File: config.mk
export PLATFORM = sky130hd
export DESIGN_NAME = nibble_serial_adder_ctrl
export DESIGN_NICKNAME = d
export VERILOG_FILES = /design/src/rtl/nibble_serial_adder_ctrl.sv
export SDC_FILE = /design/constraint.sdc
export NUM_CORES = 1
export LEC_CHECK = 0
export ABC_AREA = 1
export BUFFER_PORTS_ARGS = -buffer_cell sky130_fd_sc_hd__buf_4
export CORE_ASPECT_RATIO = 2
export CORE_MARGIN = 4
export CORE_UTILIZATION = 54
export DETAILED_ROUTE_END_ITERATION = 12
export PLACE_DENSITY = 0.79
export SYNTH_ARGS = -nofsm -noshare
export SYNTH_HDL_FRONTEND = slang
export SYNTH_HIERARCHICAL = 1
export SYNTH_SLANG_ARGS = --single-unit
File: constraint.sdc
create_clock -name clk -period 3.9 [get_ports clk]
set_clock_uncertainty 0.05 [all_clocks]
set_input_delay 0.585 -clock clk [delete_from_list [all_inputs] [get_ports clk]]
set_output_delay 0.585 -clock clk [all_outputs]
set_load 0.02 [all_outputs]
File: src/rtl/nibble_serial_adder_ctrl.sv
// Serial WIDTH-bit add/subtract engine: one shared 4-bit ripple-carry slice
// processes one nibble per clock, LSB first, with a registered carry between nibbles.

module ripple_carry_adder (
    input  logic [3:0] a,
    input  logic [3:0] b,
    input  logic       cin,
    output logic [3:0] s,
    output logic       cout
);
    logic [4:0] c;

    assign c[0] = cin;

    genvar gi;
    generate
        for (gi = 0; gi < 4; gi++) begin : g_fa
            assign s[gi]   = a[gi] ^ b[gi] ^ c[gi];
            assign c[gi+1] = (a[gi] & b[gi]) | (c[gi] & (a[gi] ^ b[gi]));
        end
    endgenerate

    assign cout = c[4];
endmodule

module nibble_serial_adder_ctrl #(
    parameter int WIDTH = 16
) (
    input  logic             clk,
    input  logic             rst_n,
    input  logic             in_valid,
    output logic             in_ready,
    input  logic [WIDTH-1:0] A,
    input  logic [WIDTH-1:0] B,
    input  logic             Cin,
    input  logic             Sub,
    output logic             out_valid,
    input  logic             out_ready,
    output logic [WIDTH-1:0] Sum,
    output logic             Cout,
    output logic             Ovf,
    output logic             busy
);
    localparam int N  = WIDTH / 4;
    localparam int KW = (N > 1) ? $clog2(N) : 1;
    localparam logic [KW-1:0] K_LAST = KW'(N - 1);

    typedef enum logic [1:0] {IDLE, RUN, DONE} state_t;

    state_t           state_q, state_d;
    logic [WIDTH-1:0] a_q, a_d;
    logic [WIDTH-1:0] b_q, b_d;
    logic [WIDTH-1:0] sum_q, sum_d;
    logic             carry_q, carry_d;
    logic             cout_q, cout_d;
    logic             ovf_q, ovf_d;
    logic [KW-1:0]    k_q, k_d;

    logic [3:0] add_a, add_b, add_s;
    logic       add_co;

    assign add_a = a_q[4*k_q +: 4];
    assign add_b = b_q[4*k_q +: 4];

    ripple_carry_adder u_slice (
        .a    (add_a),
        .b    (add_b),
        .cin  (carry_q),
        .s    (add_s),
        .cout (add_co)
    );

    always_comb begin
        state_d = state_q;
        a_d     = a_q;
        b_d     = b_q;
        sum_d   = sum_q;
        carry_d = carry_q;
        cout_d  = cout_q;
        ovf_d   = ovf_q;
        k_d     = k_q;
        case (state_q)
            IDLE: begin
                if (in_valid) begin
                    // Subtract is folded into the operand latch: A + ~B + 1.
                    a_d     = A;
                    b_d     = Sub ? ~B : B;
                    carry_d = Sub ? 1'b1 : Cin;
                    sum_d   = '0;
                    k_d     = '0;
                    state_d = RUN;
                end
            end
            RUN: begin
                sum_d[4*k_q +: 4] = add_s;
                carry_d           = add_co;
                k_d               = k_q + 1'b1;
                if (k_q == K_LAST) begin
                    // Carry into the MSB is recovered from its sum bit and operands.
                    cout_d  = add_co;
                    ovf_d   = (add_a[3] ^ add_b[3] ^ add_s[3]) ^ add_co;
                    k_d     = '0;
                    state_d = DONE;
                end
            end
            DONE: begin
                if (out_ready) state_d = IDLE;
            end
            default: state_d = IDLE;
        endcase
    end

    always_ff @(posedge clk or negedge rst_n) begin
        if (!rst_n) begin
            state_q <= IDLE;
            a_q     <= '0;
            b_q     <= '0;
            sum_q   <= '0;
            carry_q <= 1'b0;
            cout_q  <= 1'b0;
            ovf_q   <= 1'b0;
            k_q     <= '0;
        end else begin
            state_q <= state_d;
            a_q     <= a_d;
            b_q     <= b_d;
            sum_q   <= sum_d;
            carry_q <= carry_d;
            cout_q  <= cout_d;
            ovf_q   <= ovf_d;
            k_q     <= k_d;
        end
    end

    assign in_ready  = (state_q == IDLE);
    assign out_valid = (state_q == DONE);
    assign busy      = (state_q != IDLE);
    assign Sum       = sum_q;
    assign Cout      = cout_q;
    assign Ovf       = ovf_q;
endmodule

### Yosys cells after proc, flatten, opt, wreduce, memory -nomap -nowiden

Cells that the tools add are included.
Widths: inputs -> output; s select.

* output and inout bits: 21
* logic and storage cells: 64
* flip-flop bits (word level): 55
* bits of input ports: 38

* reduce and logical (&&, ||, !) cells: 7
* bitwise logic cells: 23
* add/sub/neg operators: 2
* eq/ne operators: 6
* shift operators: 4
* mux-type cells: 14

Operators by type and width (count)
* $neg 4->34: 1
* $shift 4x34->16 const A: 1
* $shiftx 4x34->16: 1
* $mux 16: 2
* $pmux 16 s2: 1
* $shiftx 16x5->4: 2
* $bwmux 16: 1
* $not 16->16: 1
* $mux 2: 5
* $xor 1x1->1: 10
* $and 1x1->1: 8
* $pmux 2 s3: 1
* $reduce_and 2->1: 3
* $eq 2x2->1 const B: 2
* $ne 2x2->1 const B: 2
* $or 1x1->1: 4
* $pmux 2 s2: 1
* $reduce_bool 2->1: 2
* $reduce_and 3->1: 1
* $add 2x1->2 const B: 1
* $eq 2x1->1 const B: 1
* $logic_not 2->1: 1
* $mux 1: 2
* $ne 2x1->1 const B: 1
* $pmux 1 s2: 1

### Longest topological paths before layout

* word-level depth: 12
* depth in mapped cells: 19
* depth with buffers taken out: 18

### Hierarchy

The synthesis kept the hierarchy.

By module, submodules not included
* nibble_serial_adder_ctrl: instances 1, sequential area each 1376.3 µm², area an instance 2668.8 µm², cells an instance 313
* ripple_carry_adder: instances 1, sequential area each 0.0 µm², area an instance 117.6 µm², cells an instance 14

### Least setup slack after synthesis

No wires, ideal clock.

* path type: flip-flop to flip-flop
* start: register k_q[0]
* end: register ovf_q, in the netlist Ovf
* arrival time: 2.900 ns
* path buffers: 2
* data required time: 3.734 ns
* clock period less this slack: 3.067 ns
* setup slack: 0.833 ns
* stages on the path, launching flop included: 20
* setup time: 0.116 ns
* cells stage by stage: dfrtp_1 -> buf_4 -> buf_4 -> nor2_1 -> o22ai_1 -> fa_1 -> inv_1 -> fa_1 -> inv_1 -> fa_1 -> inv_1 -> fa_1 -> inv_1 -> inv_1 -> nand3_1 -> nand2_1 -> nand2_1 -> nand2_1 -> nand2_1 -> nand2_1

* word-level cells in the longest chain between the ends: 11
* elaborated cells between the ends (all ways): 23
* classes of those cells: eq/ne: 1; shift: 2; bitwise: 19; reduce/logical: 1

Ends and longest elaborated chain
* from (decl): line 57 `logic [KW-1:0] k_q, k_d;`
* from (signal assigned): line 131 `k_q <= k_d;`
* $shiftx 16x5->4 (*): line 62 `assign add_a = a_q[4*k_q +: 4];`
* via add_a[0]: line 59 `logic [3:0] add_a, add_b, add_s;`
* $xor 1x1->1: line 19 `assign c[gi+1] = (a[gi] & b[gi]) | (c[gi] & (a[gi] ^ b[gi]));`
* $and 1x1->1: line 19
* $or 1x1->1 (*): line 19
* $and 1x1->1 (*): line 19
* $or 1x1->1 (*): line 19
* $and 1x1->1 (*): line 19
* $or 1x1->1 (*): line 19
* $xor 1x1->1 (*): line 18 `assign s[gi] = a[gi] ^ b[gi] ^ c[gi];`
* via add_s[3]: line 59
* $xor 1x1->1 (*) (2 in a row): line 101 `ovf_d = (add_a[3] ^ add_b[3] ^ add_s[3]) ^ add_co;`
* to (signal assigned): line 130 `ovf_q <= ovf_d;`
* to (decl): line 56 `logic ovf_q, ovf_d;`

Mark *: on every way through the listed nets, which the timed path passes. The rest lies on a longest branch.
A chain may end at the register's enable or synchronous reset.

### Final worst setup path

Ends and elaborated chain as after synthesis.

==> flow_summary.toml <==
[outcome]
status = "finished clean"

[power_and_ir_drop]
ir_drop_v = 0.000566
p_leak_nw = 1.71
p_per_area_nw_per_um2 = 898
finalPower_mw = 2.98

[setup_path]
crit_type = "reg -> reg"
r2r_cells = 18
r2r_setup_slack_ps = 690
required_ps = 4060
path_cells = "inv_2 > o21ai_0 > o22ai_1 > fa_1 > inv_1 > fa_1 > inv_1 > fa_1 > inv_1 > fa_1 > inv_1 > inv_1 > nand3_1 > nand2_1 > nand2_1 > nand2_1 > nand2_1 > nand2_1"
startpoint_type = "flip-flop"
cp_slowest_cell = "dfrtp_1"
timing.critical_path.to_type = "flip-flop"
worst_path_largest_cell_delay_ps = 450
critPathArrivalTime_ps = 3370
path_max_fanout = 21

[place]
routabilityCongestion = 0.895
io_buffers = 58
place_hpwl_mm = 4.73
post-place-ws_ps = 702

[timing]
setup_viol = 0
max_slew_margin_pct = 55.4
finalMaxSlewViolations = 0
hold_viol = 0
tns_ps = 0
rsz0062_at_grt = "false"
fin_ws_ps = 694
layout_min_cycle_time_ps = 3210
fin_crit_sh_pct = 82.2
worst_pin_slew_ps = 669
fmax_mhz = 312

[clock_network]
cts_tree = "done"
clock-sinks = 55
cts_resized = 0
clk_path_buf_depth = 2
cts_made_buffers = 5
clk_latency_ps = 310
postCtsHoldBufs = 0
post-cts-setup-buffer-count = 0
root_buffer = "clkbuf_8"
clk_pin_slew_ps = 90
htreeDepth = 2

[floorplan]
die_area_sq_um = 6440
row_count = 36
core-area_sq_um = 4950
die-width_um = 58.8
die_h_um = 110
pin_count = 59
start_util_pct = 56.2

[min_path]
hold_path_class = "in -> async"

[cells_and_area]
fillers = 435
regArea_sq_um = 1380
drive_gt1_share_pct = 20.4
n_antenna_cell = 0
final_cell_mix = "102 x nand2_1, 61 x buf_4, 55 x dfrtp_1"
final_common_cell = "nand2_1"
fin_util_pct = 67.0
multi_input_area_sq_um = 1230
layout-area-overhead-vs-synth_pct = 19.2
nNetsFinal = 430

[synthesis]
synth_xor_area_share_pct = 5.03
synth_top_family_by_area = "simple AND/OR/NAND/NOR gates"
synth_compound_area_share_pct = 11.1
netlist_area_sq_um = 2790
ys_seq_area_share_pct = 49.4
synthCells = 327
synth_edf_count = 0
yosys_warnings = 6
ys_types = 21
synth-seq-cells = 55
synthArstFlopShare_pct = 100
avgSynthCellArea_sq_um = 8.52
synthFlopType = "dfrtp_1"
synthSimpleGateAreaFrac_pct = 22.3
synthesis.nets = 375
synthAdderAreaFrac_pct = 5.57
muxShareOfSynthArea_pct = 0

[route]
drc = 0
totalWireLength_mm = 6.21
via_count = 2314
vias_per_cell = 5.26
wl_per_cell_um = 14.1
first_pass_iters = 4
drt_iter0_markers = 86
ant_nets = 0

[global_route]
grt_max_degree = 56
gr-total-overflow = 0
grt_usage_pct = 21.7
grt_antenna_before_repair = 0
grt_pass1_wl_mm = 10.5
grt_pass1_vias = 2291

[flow_run]
maxCapViolCount = 0
-- kinds of logic (layout without fill, tap and decap cells) --
logic type	after synthesis	after routing
XOR/XNOR	16	16
AND/OR/NAND/NOR	149	149
buffers and inverters	41	97
flip-flops	55	55
AO/OA/AOI/OAI	56	56
adder cells (fa/ha/maj)	10	10
-- critical path: cells and delay by family (launching register included) --
kind	cells	cell delay (ps)
and+or+nand+nor	6	340
DFF	1	450
adders and majority gates	4	1340
buffers and inverters	6	600
AOI/OAI and AO/OA	2	330
-- per-layer routing --
metal	routed length (um)	vias up	GRT usage [%]
li1	-	1157	-
met1	2250	1094	24.3
met2	3590	55	40.1
met3	259	8	3.17
met4	110	0	7.78
met5	0	-	0
-- report_power, final --
part	total, mW	switching (mW)	internal, mW
registers	0.982	0.161	0.821
clock network	0.301	0.174	0.126
logic	1.70	1.10	0.600
total	2.98	1.44	1.55
-- worst paths after layout --
check	startpoint	to
max	k_q[0]	Ovf
min	rst_n	Sum[0]
max reg2reg	k_q[0]	Ovf
min reg2reg	b_q[9]	b_q[9]
max in group asynchronous	rst_n	a_q[9]
min in group clk	out_ready	state_q[1]
-- Yosys cell counts, types with 4 or more instances --
library cell	n	share of area, %
buf_2	7	1.3
buf_4	5	1.3
dfrtp_1	55	49
fa_1	4	2.9
ha_1	6	2.7
inv_1	24	3.2
nand2_1	102	14
nand3_1	23	4.1
nor2_1	15	2.0
o21ai_0	41	7.4
o22ai_1	6	1.3
o31ai_1	8	2.2
xnor2_1	16	5.0
-- area by class of cell --
| type | instances | share of cell area, % |
|---|---|---|
| sequential | 55 | 41.4 |
| multi-input combinational | 231 | 37.0 |
| timing repair buffer | 61 | 13.8 |
| inverter | 28 | 3.20 |
| clock buffer | 7 | 2.30 |
| tap | 57 | 2.15 |
| clock inverter | 1 | 0.151 |
-- metrics by stage --
stage	std cells	hold slack (ps)	instance area, sq um
2_1_floorplan	327	239	2790
3_3_place_gp	432	412	3240
3_5_place_dp	432	416	3240
4_1_cts	440	272	3320
5_1_grt	440	312	3320
6_report	440	247	3320
-- sequential cells by signal, indices dropped and copies added, names as in the netlist --
register	cells
Sum	16
Cout	1
a_q	16
carry_q	1
Ovf	1
state_q	2
k_q	2
b_q	16
(Power assumes the default switching activity.)
